**src/rtl/seconds_timer_ctrl_pkg.sv**
```systemverilog
// Shared definitions for the seconds countdown controller and its tick generator.
package seconds_timer_ctrl_pkg;

    // Controller state encoding. It is also visible on the state output.
    typedef enum logic [1:0] {
        ST_IDLE  = 2'd0,
        ST_RUN   = 2'd1,
        ST_PAUSE = 2'd2,
        ST_DONE  = 2'd3
    } state_t;

    // Default width of the seconds counter.
    localparam int CNT_W_DEFAULT = 16;

endpackage : seconds_timer_ctrl_pkg

```
**src/rtl/seconds_timer_ctrl_rise_edge.sv**
```systemverilog
// 1-bit rising-edge detector. The input must already be synchronous to clk.
// rise is high for exactly one cycle when din goes from 0 to 1. It stays low
// for as long as din is held high afterwards.
module seconds_timer_ctrl_rise_edge (
    input  logic clk,
    input  logic reset,
    input  logic din,
    output logic rise
);

    logic din_q;

    // Keep last cycle's input value so a 0->1 transition can be seen.
    always_ff @(posedge clk or negedge reset) begin
        if (!reset) begin
            din_q <= 1'b0;
        end else begin
            din_q <= din;
        end
    end

    assign rise = din & ~din_q;

endmodule : seconds_timer_ctrl_rise_edge

```
**src/rtl/seconds_timer_ctrl.sv**
```systemverilog
// Countdown controller that sequences the 1 Hz clock-enable generator.
// - It loads a seconds count on start and decrements it on each tick_en.
// - It supports pause and resume, and abort.
// - It pulses done when the count reaches zero.
// - It pulses tick_clr on start and on resume, so the prescaler restarts and
//   the first counted second is a full second.
//
// Interface timing: there is no valid/ready handshake.
// - tick_en is a single-cycle strobe. It is acted on only in the cycle it is high.
// - start and pause are synchronous levels. Only their rising edge is an event.
// - abort is a level and is acted on in every cycle it is high.
// - All outputs change on the clk edge that samples the first high cycle of the
//   input that caused the change.
module seconds_timer_ctrl
    import seconds_timer_ctrl_pkg::*;
#(
    parameter int CNT_W = CNT_W_DEFAULT
) (
    input  logic             clk,
    input  logic             reset,
    input  logic             tick_en,
    input  logic [CNT_W-1:0] load_val,
    input  logic             start,
    input  logic             pause,
    input  logic             abort,
    output logic             tick_clr,
    output logic [CNT_W-1:0] remaining,
    output logic             busy,
    output logic             paused,
    output logic             done,
    output logic [1:0]       state
);

    state_t           state_q, state_n;
    logic [CNT_W-1:0] rem_q, rem_n;
    logic             done_q, done_n;
    logic             clr_q, clr_n;
    logic             start_rise;
    logic             pause_rise;

    seconds_timer_ctrl_rise_edge u_start_edge (
        .clk   (clk),
        .reset (reset),
        .din   (start),
        .rise  (start_rise)
    );

    seconds_timer_ctrl_rise_edge u_pause_edge (
        .clk   (clk),
        .reset (reset),
        .din   (pause),
        .rise  (pause_rise)
    );

    // State and output registers. Every output comes from this flop set.
    always_ff @(posedge clk or negedge reset) begin
        if (!reset) begin
            state_q <= ST_IDLE;
            rem_q   <= '0;
            done_q  <= 1'b0;
            clr_q   <= 1'b0;
        end else begin
            state_q <= state_n;
            rem_q   <= rem_n;
            done_q  <= done_n;
            clr_q   <= clr_n;
        end
    end

    // Next state, with events prioritised abort > pause > start > tick.
    // done and tick_clr default to 0, so each one is a single-cycle pulse.
    always_comb begin
        state_n = state_q;
        rem_n   = rem_q;
        done_n  = 1'b0;
        clr_n   = 1'b0;
        unique case (state_q)
            ST_IDLE, ST_DONE: begin
                if (abort) begin
                    // From DONE, abort returns to IDLE. In IDLE it changes nothing.
                    state_n = ST_IDLE;
                    rem_n   = '0;
                end else if (start_rise) begin
                    if (load_val != '0) begin
                        rem_n   = load_val;
                        state_n = ST_RUN;
                        clr_n   = 1'b1;
                    end else begin
                        rem_n   = '0;
                        state_n = ST_DONE;
                        done_n  = 1'b1;
                    end
                end
            end
            ST_RUN: begin
                if (abort) begin
                    state_n = ST_IDLE;
                    rem_n   = '0;
                end else if (pause_rise) begin
                    // A tick in the same cycle is dropped.
                    state_n = ST_PAUSE;
                end else if (tick_en) begin
                    if (rem_q == CNT_W'(1)) begin
                        rem_n   = '0;
                        state_n = ST_DONE;
                        done_n  = 1'b1;
                    end else begin
                        rem_n = rem_q - CNT_W'(1);
                    end
                end
            end
            ST_PAUSE: begin
                if (abort) begin
                    state_n = ST_IDLE;
                    rem_n   = '0;
                end else if (start_rise) begin
                    state_n = ST_RUN;
                    clr_n   = 1'b1;
                end
            end
            default: begin
                state_n = ST_IDLE;
                rem_n   = '0;
            end
        endcase
    end

    assign state     = state_q;
    assign remaining = rem_q;
    assign done      = done_q;
    assign tick_clr  = clr_q;
    assign busy      = (state_q == ST_RUN) || (state_q == ST_PAUSE);
    assign paused    = (state_q == ST_PAUSE);

endmodule : seconds_timer_ctrl

```
**config.mk**
```make
export PLATFORM = sky130hd
export DESIGN_NAME = seconds_timer_ctrl
export DESIGN_NICKNAME = d
export VERILOG_FILES = /design/src/rtl/seconds_timer_ctrl_pkg.sv /design/src/rtl/seconds_timer_ctrl_rise_edge.sv /design/src/rtl/seconds_timer_ctrl.sv
export SDC_FILE = /design/constraint.sdc
export NUM_CORES = 1
export LEC_CHECK = 0
export ABC_CLOCK_PERIOD_IN_PS = 2060
export CORE_MARGIN = 4
export CORE_UTILIZATION = 40
export DETAILED_ROUTE_END_ITERATION = 12
export PLACE_DENSITY = 0.72
export REMOVE_ABC_BUFFERS = 1
export SYNTH_ARGS = -nofsm -noshare
export SYNTH_HDL_FRONTEND = slang
export SYNTH_SLANG_ARGS = --single-unit
```
**constraint.sdc**
```tcl
create_clock -name clk -period 2.06 [get_ports clk]
set_clock_uncertainty 0.2 [all_clocks]
set_input_delay 0.206 -clock clk [delete_from_list [all_inputs] [get_ports clk]]
set_output_delay 0.206 -clock clk [all_outputs]
set_load 0.05 [all_outputs]
```
# Word level (Yosys, flattened, before mapping)
# Cells that the tools add are included.
dict set report totals {
  ff_bits 22
  input_bits 22
  output_inout_bits 22
  wordCells 61
}
dict set report op_classes {
  add_sub_neg 1
  eq_ne 11
  mux 33
  bitwise 4
  n_reduce_logical 6
}
# op count
set op_table {}
lappend op_table {{$mux W16} 8}
lappend op_table {{$pmux W16 S3} 1}
lappend op_table {{$mux W2} 9}
lappend op_table {{$eq A16 B1 Y1 const B} 1}
lappend op_table {{$reduce_bool A16 Y1} 1}
lappend op_table {{$sub A16 B1 Y16 const B} 1}
lappend op_table {{$mux W1} 12}
lappend op_table {{$ne A3 B3 Y1 const B} 3}
lappend op_table {{$ne A4 B4 Y1 const B} 2}
lappend op_table {{$reduce_and A4 Y1} 2}
lappend op_table {{$pmux W2 S3} 1}
lappend op_table {{$eq A2 B2 Y1 const B} 2}
lappend op_table {{$pmux W1 S2} 2}
lappend op_table {{$ne A3 B2 Y1 const B} 1}
lappend op_table {{$and A1 B1 Y1} 2}
lappend op_table {{$eq A2 B1 Y1 const B} 1}
lappend op_table {{$logic_not A2 Y1} 1}
lappend op_table {{$ne A2 B2 Y1 const B} 1}
lappend op_table {{$not A1 Y1} 2}
lappend op_table {{$reduce_or A2 Y1} 1}
lappend op_table {{$logic_or A1 B1 Y1} 1}

# Depth between registers and ports, before layout
dict set report depth {
  ltp_word 6
  depth_mapped 8
  ltp_nobuf 7
}

# Hierarchy
# From an unflattened synthesis, not the netlist that was laid out.
dict set report unflattened {
  hier_cells 161
  hier_area_um2 1491.4
}
# module n_inst cells_each area_each_um2 seq_area_each_um2
set modules_own_cells {}
lappend modules_own_cells {seconds_timer_ctrl 1 157 1413.9 500.5}
lappend modules_own_cells {seconds_timer_ctrl_rise_edge 2 2 38.8 25.0}

# Worst setup path before layout
# OpenSTA, ideal clock, no wires.
dict set report synth_timing {
  path_kind {flip-flop to flip-flop}
  startpoint {reg state_q[0], in the netlist state[0]}
  endpoint {reg rem_q[8], in the netlist remaining[8]}
  t_arrival_ps 2457
  required_time_ps 1789
  slack_ps -668
  stages_incl_launch_ff 8
  cell_sequence {dfrtp_1 -> inv_1 -> ha_1 -> inv_1 -> nand3_1 -> a31o_4 -> or3b_1 -> nand4_1}
}
dict set report synth_between {
  elab_chain_len 4
  elab_cells_between_ends 11
  classes_between {eq/ne (7); mux (1); reduce/logical (3)}
}
# item line_no
set synth_lines {}
lappend synth_lines {{start, declared} seconds_timer_ctrl.sv:34} ;# state_t state_q, state_n;
lappend synth_lines {{start signal, assigned} seconds_timer_ctrl.sv:63} ;# state_q <= state_n;
lappend synth_lines {{$eq A2 B2 Y1 / $logic_not A2 Y1 (equally long branches)} seconds_timer_ctrl.sv:77} ;# unique case (state_q)
lappend synth_lines {{$reduce_or A2 Y1} seconds_timer_ctrl.sv:77}
lappend synth_lines {{$ne A3 B3 Y1 (no source line)} --}
lappend synth_lines {{$reduce_and A4 Y1 (no source line)} --}
lappend synth_lines {{end signal, assigned} seconds_timer_ctrl.sv:64} ;# rem_q <= rem_n;
lappend synth_lines {{end, declared} seconds_timer_ctrl.sv:35} ;# logic [CNT_W-1:0] rem_q, rem_n;
# Several ways; a longest one is shown, not always the timed one.
# A chain may end at the register's enable or synchronous reset.

# Worst setup path after layout
dict set report layout_timing {
  startpoint {reg state_q[1], in the netlist state[1]}
  endpoint {reg rem_q[14], in the netlist remaining[14]}
}
# Same word-level chain as after synthesis.

==> run metrics <==
Synth top area share=36.1%; post-route cell area=around 2500 um^2; initial antenna violation count=0; critical path required time=2040 ps; latest clock arrival within the worst-skew pair=270 ps; overall routing resource usage=20.0%; LEAKAGE=1.13 nW; drt drc=0; post-synthesis xor/xnor area fraction=0%; Slew Limit Fails=0; power per cell area=1590 nW/um^2; Hold Slack=86.7 ps; DR iter-0 viols=165; R2R cell count=7; # diodes=0; FP Rows=22; Fmax=480 MHz; post-DR wirelength/cell=16.2 um; P_sw=1.98 mW; ys async rst share=100%; number of CTS-inserted buffers=3; first-pass GRT wire length=~8.0 mm; total die area=around 4900 um^2; Routed Antenna Nets=0; cell taking the most area after synthesis=dfrtp_1; area of the multi-input gates=991 um^2; worst-path cell chain=ha_4 > inv_1 > buf_4 > nor4_1 > buf_4 > a22oi_1 > o22ai_1; max incr delay on CP=roughly 430 ps; mux share of post-synthesis cell area=less than 1%; CTS tree=built; H-tree Lvls=1; startpoint class of the critical path=flip-flop; warnings from Yosys=0; CP arrival=between 2000 and 2500 ps; DR vias=1,815; vias in the first global route=approximately 1,800; power share of the combinational group=75.5%; Die Ht=69.8 um; Slew @ Worst Pin=494 ps; Top delay family on crit path=buffers and inverters; FILL cells=306; Synth Cell Area=1530 um^2; commonest cells in the netlist=dfrtp_1 (22), nor2_1 (20), a21oi_1 (14); post-place instance area=2370 um^2; internal power=slightly above 2 mW; dpl hpwl=~3.8 mm; largest family of logic cells by synthesized area=simple AND/OR/NAND/NOR gates; final WL=5.22 mm; final setup fails=2; R2R Path Start=state[1]; DRT Pass-1 Iters=5; unrepaired setup endpoints after global routing=true; share of cells above drive strength 1=33.5%; CP max stage cell=dfrtp_1; Post-synth EDFFs=0; Hold WC Path Type=input pin to async pin; clock slew at reported path FFs=80 ps; reg2reg end=remaining[14]; post-synthesis sequential area ratio=36.1%; period utilization=101%; Bufs and invs on worst path=3; critical path type=flip-flop to flip-flop; fraction of the mapped netlist area in simple logic gates=between 30% and 40%; area grow syn2layout=66.2%; core footprint=3660 um^2; post-synthesis cell type count=48; setup ws final=-21.4 ps; gp weighted congestion=0.938; status=complete, but fails checks; setup slack on the worst flop-to-flop path=-20 ps; CP endpoint kind=flip-flop; IO Port Bufs=43; Sequential Area=551 um^2; CTS sink cnt=22; cells after synthesis=175; Max-Cap Viols=0; top cells by area, synth=dfrtp_1 (36%), nor2_1 (4.9%), a21oi_1 (4.6%), ha_1 (3.3%), nor4_1 (3.3%); Clock power frac=6.8%; CTS Hold Bufs=0; Final Hold Viols=0; die width=69.8 um; io pins=44; Mean Syn Cell Area=roughly 8.7 um^2; worst-path fanout max=4; sequential power share=approximately 18%; CTS Root Buffer Type=clkbuf_8; failing checks=setup timing; largest net degree at the start of global routing=23; Rel. slew slack=67.0%; fin nets=303; synthesized flop and latch total=22; Net Sw Frac=about half; Post-Synth Adder-Cell Area=about 3.3%; VDD IR max=683 uV; Vias/cell=between 5 and 6; ys flop type=dfrtp_1; gr ovfl total=0; Crit path top cell by count=buf_4; Starting Density=41.7%; Bufs on Longest Clock Path=2; count leader, synth=dfrtp_1; Compound-Gate Fraction of Synth Area=25.6%; minimum clock period=2080 ps
## final cells by class
class                           instances  share of cell area, %
Clock buffer                            3                   1.63
Inverter                                9                   1.33
Multi-Input combinational cell        141                   39.1
Sequential cell                        22                   21.7
Tap cell                               48                   2.37
Timing Repair Buffer                  100                   33.9
## worst reg2reg max path: stages, from the launching register on
cell     delay, ps
dfrtp_1        430
ha_4           310
inv_1           70
buf_4          160
nor4_1         370
buf_4          210
a22oi_1         60
o22ai_1        180
## through the flow
stage          cells  setup TNS, ps  setup WS [ps]  total power [mW]  util, %
4_1_cts          318          -12.6          -8.75              3.78     66.2
6_report         323          -33.8          -21.4              4.03     69.2
3_5_place_dp     314          -1090           -159              3.48     64.9
3_3_place_gp     314           -152          -57.1              3.44     64.9
5_1_grt          323           -282          -73.7              4.28     69.2
2_1_floorplan    171          -8930           -702              2.25        -
## kinds of logic (layout without fill, tap and decap cells)
kind of cell,Yosys count,count (layout)
flops,22,22
mux,1,1
simple gates,77,77
compound gates,58,59
fa+ha+maj,4,4
buf+inv,13,112
## per-layer routing
layer,part of all wire [%],track usage [%]
met5,0,0
met4,1.6,7.87
met2,50,34.5
met3,4.8,2.17
met1,43,25.4
## cells in the final DEF, fill, tap and decap left out, types with 3 or more instances in the layout
master           count
buf_4               65
clkdlybuf4s50_1     33
dfrtp_1             22
nor2_1              20
a21oi_1             13
nand2_1             12
inv_1                9
o21ai_0              9
nor4_1               7
a22oi_1              5
nand2b_1             4
nand4_1              4
nor3_1               4
and2_1               4
o21ai_1              4
o22ai_1              4
nor4_4               3
nand3_1              3
a22o_1               3
and3_1               3
clkbuf_8             3
## registers in the layout, summed over array words and instances, names as in the netlist
signal              count
done                    1
u_pause_edge.din_q      1
u_start_edge.din_q      1
state                   2
remaining              16
tick_clr                1
## power groups by stage
| stage | combinational (mW) | clock (mW) | sequential, mW |
|---|---|---|---|
| 5_1_grt | 3.26 | 0.293 | 0.728 |
| 3_3_place_gp | 2.73 | 0 | 0.710 |
| 4_1_cts | 2.80 | 0.274 | 0.706 |
| 2_1_floorplan | 1.04 | 0 | 1.21 |
| 6_report | 3.04 | 0.275 | 0.713 |
| 3_5_place_dp | 2.76 | 0 | 0.715 |
## timing repair
item | CTS | global route
resized for setup | 1 | 13
setup endpoints to repair | 5 | 16
pin swaps | 1 | 11
buffers inserted | 1 | 4
cloned | 0 | 1
## how the worst max path moves through the flow
stage | start | end | cells after the start
after floorplan | state[0] | remaining[8] | 7
after global placement | pause | remaining[5] | 6
after detailed placement | pause | remaining[5] | 6
after CTS | remaining[12] | state[1] | 5
after global routing | state[1] | remaining[14] | 7
final | state[1] | remaining[14] | 7
No activity file was read; power rests on OpenSTA's default activity.
